<file path="config.mk">
export PLATFORM = sky130hd
export DESIGN_NAME = serial_word_shifter
export DESIGN_NICKNAME = d
export VERILOG_FILES = /design/src/rtl/serial_pkg.sv /design/src/rtl/serial_word_shifter.sv
export SDC_FILE = /design/constraint.sdc
export NUM_CORES = 1
export LEC_CHECK = 0
export ABC_CLOCK_PERIOD_IN_PS = 2300
export CORE_MARGIN = 1.5
export CORE_UTILIZATION = 51
export DETAILED_ROUTE_END_ITERATION = 10
export PLACE_DENSITY = 0.81
export SLEW_MARGIN = 15
export SYNTH_ARGS = -nofsm -noshare
export SYNTH_HDL_FRONTEND = slang
export SYNTH_SLANG_ARGS = --single-unit
</file>
<file path="constraint.sdc">
create_clock -name clock -period 2.3 [get_ports clock]
set_input_delay 0.46 -clock clock [delete_from_list [all_inputs] [get_ports clock]]
set_output_delay 0.46 -clock clock [all_outputs]
set_load 0.02 [all_outputs]
</file>
<file path="src/rtl/serial_pkg.sv">
// serial_pkg: shared types and defaults for the serial bit-stream blocks
package serial_pkg;
   typedef enum logic [1:0] {IDLE, SHIFT, PARITY} ser_state_t;
   localparam int SER_DEFAULT_WIDTH = 8;
endpackage

</file>
<file path="src/rtl/serial_word_shifter.sv">
// serial_word_shifter: parallel-to-serial word shifter; optional even-parity trailer via SERIAL_PARITY_EN
module serial_word_shifter
   import serial_pkg::*;
#(
   parameter int WIDTH      = SER_DEFAULT_WIDTH,
   parameter bit MSB_FIRST  = 1'b1,
   parameter bit IDLE_LEVEL = 1'b0
) (
   input  logic             clock,
   input  logic             reset,
   input  logic [WIDTH-1:0] data_in,
   input  logic             valid_in,
   output logic             ready_out,
   output logic             x_out,
   output logic             x_valid,
   output logic             busy,
   output logic             done
);
   localparam int CW = $clog2(WIDTH + 1);
   ser_state_t       state;
   logic [WIDTH-1:0] sreg;
   logic [WIDTH-1:0] shifted;
   logic [CW-1:0]    cnt;
   logic             first_bit;
   logic             next_bit;
   logic             last;
`ifdef SERIAL_PARITY_EN
   logic             par;
`endif
   assign shifted   = MSB_FIRST ? {sreg[WIDTH-2:0], 1'b0} : {1'b0, sreg[WIDTH-1:1]};
   assign first_bit = MSB_FIRST ? data_in[WIDTH-1] : data_in[0];
   assign next_bit  = MSB_FIRST ? sreg[WIDTH-2] : sreg[1];
   assign last      = cnt == CW'(1);
   assign ready_out = state == IDLE;
   assign busy      = state != IDLE;
   // FSM, shift register, bit counter and registered serial outputs
   always_ff @(posedge clock) begin
      if (reset) begin
         state   <= IDLE;
         sreg    <= '0;
         cnt     <= '0;
         x_out   <= IDLE_LEVEL;
         x_valid <= 1'b0;
         done    <= 1'b0;
`ifdef SERIAL_PARITY_EN
         par     <= 1'b0;
`endif
      end else begin
         case (state)
            IDLE: begin
               if (valid_in) begin
                  state   <= SHIFT;
                  sreg    <= data_in;
                  cnt     <= CW'(WIDTH);
                  x_out   <= first_bit;
                  x_valid <= 1'b1;
                  done    <= 1'b0;
`ifdef SERIAL_PARITY_EN
                  par     <= ^data_in;
`endif
               end
            end
            SHIFT: begin
               sreg <= shifted;
               cnt  <= cnt - 1'b1;
               if (last) begin
`ifdef SERIAL_PARITY_EN
                  state   <= PARITY;
                  x_out   <= par;
                  done    <= 1'b1;
`else
                  state   <= IDLE;
                  x_out   <= IDLE_LEVEL;
                  x_valid <= 1'b0;
                  done    <= 1'b0;
`endif
               end else begin
                  x_out <= next_bit;
`ifdef SERIAL_PARITY_EN
                  done  <= 1'b0;
`else
                  done  <= cnt == CW'(2);
`endif
               end
            end
`ifdef SERIAL_PARITY_EN
            PARITY: begin
               state   <= IDLE;
               x_out   <= IDLE_LEVEL;
               x_valid <= 1'b0;
               done    <= 1'b0;
            end
`endif
            default: begin
               state   <= IDLE;
               sreg    <= '0;
               cnt     <= '0;
               x_out   <= IDLE_LEVEL;
               x_valid <= 1'b0;
               done    <= 1'b0;
            end
         endcase
      end
   end
endmodule

</file>
==> flow_summary.json <==
{
  "status": "finished clean",
  "crit_start": "state[0]",
  "r2r-start": "cnt[0]",
  "drt_iter0_markers": 5,
  "grt_pass1_wl_um": 1860,
  "fp.dieH_um": 40.5,
  "drive_gt1_frac": 0.154,
  "holdPathEnd": "sreg[4]",
  "cts-htree-levels": 1,
  "synth_top_area_cell": "dfxtp_1",
  "path_class": "reg -> out",
  "grt_pass1_vias": 430,
  "antenna_found_initial": 0,
  "rrSetupSlack_ns": 1.08,
  "root_buffer": "clkbuf_4",
  "synth_compound_area_frac": 0.0995,
  "worstMarginPinSlew_ns": 0.485,
  "hpwl_um": 912,
  "yosys-top-cells-area": "dfxtp_1, nand2_1, mux2_4",
  "powerDensity_nw_per_um2": 637,
  "start_util": 0.551,
  "combinationalPowerShare": 0.200,
  "whs_path_depth": 2,
  "cts_buffers": 3,
  "drcViolationCount": 0,
  "fmax_mhz": 489,
  "clock_skew_ns": 0.00696,
  "routed_wl_um": 1250,
  "synthAdderAreaFrac": 0.0524,
  "core-area_um2": 1300,
  "worstRegToRegCells": 4,
  "syn_nets": 89,
  "max-slew-margin-rel": 0.676,
  "gp_congestion": 0.696,
  "io_pins": 16,
  "wl_per_cell_um": 11.8,
  "worstSetupEndpointType": "primary output",
  "synth_warnings": 0,
  "finalHoldViolations": 0,
  "dieArea_um2": 1640,
  "cts_setup_buffers": 0,
  "synth_area_per_cell_um2": 9.56,
  "synthDistinctLibCells": 23,
  "ir_worst_vdd_v": 0.000470,
  "clk_pin_slew_worst_paths_ns": 0.08,
  "timing.rr.end": "x_out",
  "synth_top_family_by_area": "simple AND/OR/NAND/NOR gates",
  "portBuffers": 15,
  "grt.overflow.total": 0,
  "synth_xor_area_frac": 0.0244,
  "clockBufferDepth": 2,
  "synth_top_area_share": 0.391,
  "maxCapViolations": 0,
  "cts_sinks": 14,
  "finalSetupTns_ns": 0,
  "finalCritPeriodShare": 0.889,
  "dr.pass1.iters": 2,
  "vias_per_cell": 5.04,
  "cp.arrival_ns": 1.58,
  "crit_fanout": 11,
  "fp-row-count": 13,
  "startpoint_type": "flop",
  "final_common_cell": "clkdlybuf4s50_1",
  "netlist_area_um2": 717,
  "muxShareOfSynthArea": 0.152,
  "grt_max_degree": 15,
  "track_usage": 0.178,
  "ys_seq_area_frac": 0.391,
  "worstPathRequired_ns": 1.84,
  "synth_seq_cells": 14,
  "drtAntennaViolNets": 0,
  "cts_tree": "built",
  "antennaDiodeCount": 0,
  "seqPwrFrac": 0.493,
  "leakage_nw": 0.351,
  "most-common-layout-cells": "clkdlybuf4s50_1, dfxtp_1, nand2_1",
  "min_from": "sreg[3]",
  "clkLatencyLatePin_ns": 0.28,
  "clockPowerShare": 0.307,
  "fin_cells": 106,
  "syn_to_final_growth_pct": 22.7,
  "rsz0062_at_grt": "false",
  "slew_violations": 0,
  "hold_buffers": 0,
  "setup_viol": 0,
  "vias": 534,
  "fin_nets": 106,
  "p_int_w": 0.000420,
  "synth-simple-area-share": 0.185,
  "place_inst": 102,
  "die_w_um": 40.5,
  "fin_crit_ns": 2.04,
  "swShare": 0.250,
  "power.switching_w": 0.000140,
  "synthCells": 75,
  "cts_resized": 0,
  "hp-class": "reg -> reg"
}
-- Yosys cell counts --
cell / n
o22ai_1: 1
inv_1: 3
clkbuf_8: 2
mux2i_1: 3
mux2_2: 3
nor3_1: 2
o31a_2: 1
xor2_1: 1
a211oi_1: 2
and2b_1: 1
nand2_1: 13
nor3_2: 1
nor2_1: 5
a21oi_1: 8
nor3b_1: 3
xnor2_1: 1
mux2_4: 3
ha_1: 3
buf_6: 2
nand2b_1: 1
dfxtp_1: 14
buf_4: 1
nor4b_1: 1
-- metal layers --
| metal | track usage | part of all wire | up-vias |
|---|---|---|---|
| met4 | 0.0500 | 0 | 0 |
| met3 | 0.0833 | 0.052 | 0 |
| met1 | 0.212 | 0.45 | 238 |
| met2 | 0.282 | 0.50 | 10 |
| li1 | - | - | 286 |
| met5 | 0 | 0 | - |
-- how the worst max path moves through the flow --
stage | endpoint | slack, ns | depth (start not counted)
finish | ready_out | 0.26 | 2
global route | ready_out | 0.15 | 2
CTS | ready_out | 0.23 | 2
detailed placement | sreg[4] | 0.40 | 4
global placement | sreg[5] | 0.42 | 4
floorplan | ready_out | 1.01 | 2
-- worst max-delay path, stage by stage (launching register included) --
cell,delay (ns)
dfxtp_1,0.52
inv_1,0.21
clkdlybuf4s50_1,0.58
-- layout make-up --
cell class	count	area (um^2)
tap	15	18.8
sequential	14	280
multi-input combinational	53	368
inverter	3	11.3
clock buffer	4	36.3
fill	113	422
timing repair buffer	17	165
-- power groups by stage --
stage                     Combinational (W)  Clock [W]  Sequential [W]
after floorplan                   0.0000804          0        0.000280
after global placement             0.000110          0        0.000281
after detailed placement           0.000113          0        0.000282
after CTS                          0.000113   0.000179        0.000276
after global routing               0.000124   0.000190        0.000278
final                              0.000112   0.000172        0.000276
-- cells by family after synthesis --
family                     count (synthesis)
AOI/OAI and AO/OA                         12
xor gates and xnor gates                   2
adders and majority gates                  3
buffers and inverters                      8
DFF                                       14
muxes                                      9
and+or+nand+nor                           27
-- sequential cells by signal (all words and copies together) (netlist names) --
name   flops
sreg       7
cnt        4
done       1
state      1
x_out      1
-- per-stage QoR --
stage	util	setup WS, ns	cell area, um^2	total power [W]	hold slack [ns]
after floorplan	-	1.01	717	0.000360	0.427
after global placement	0.648	0.418	843	0.000391	0.442
after detailed placement	0.648	0.402	843	0.000395	0.449
after CTS	0.676	0.230	880	0.000568	0.459
after global routing	0.676	0.155	880	0.000592	0.466
final	0.676	0.256	880	0.000560	0.455
Power figures use the tool's default switching activity.
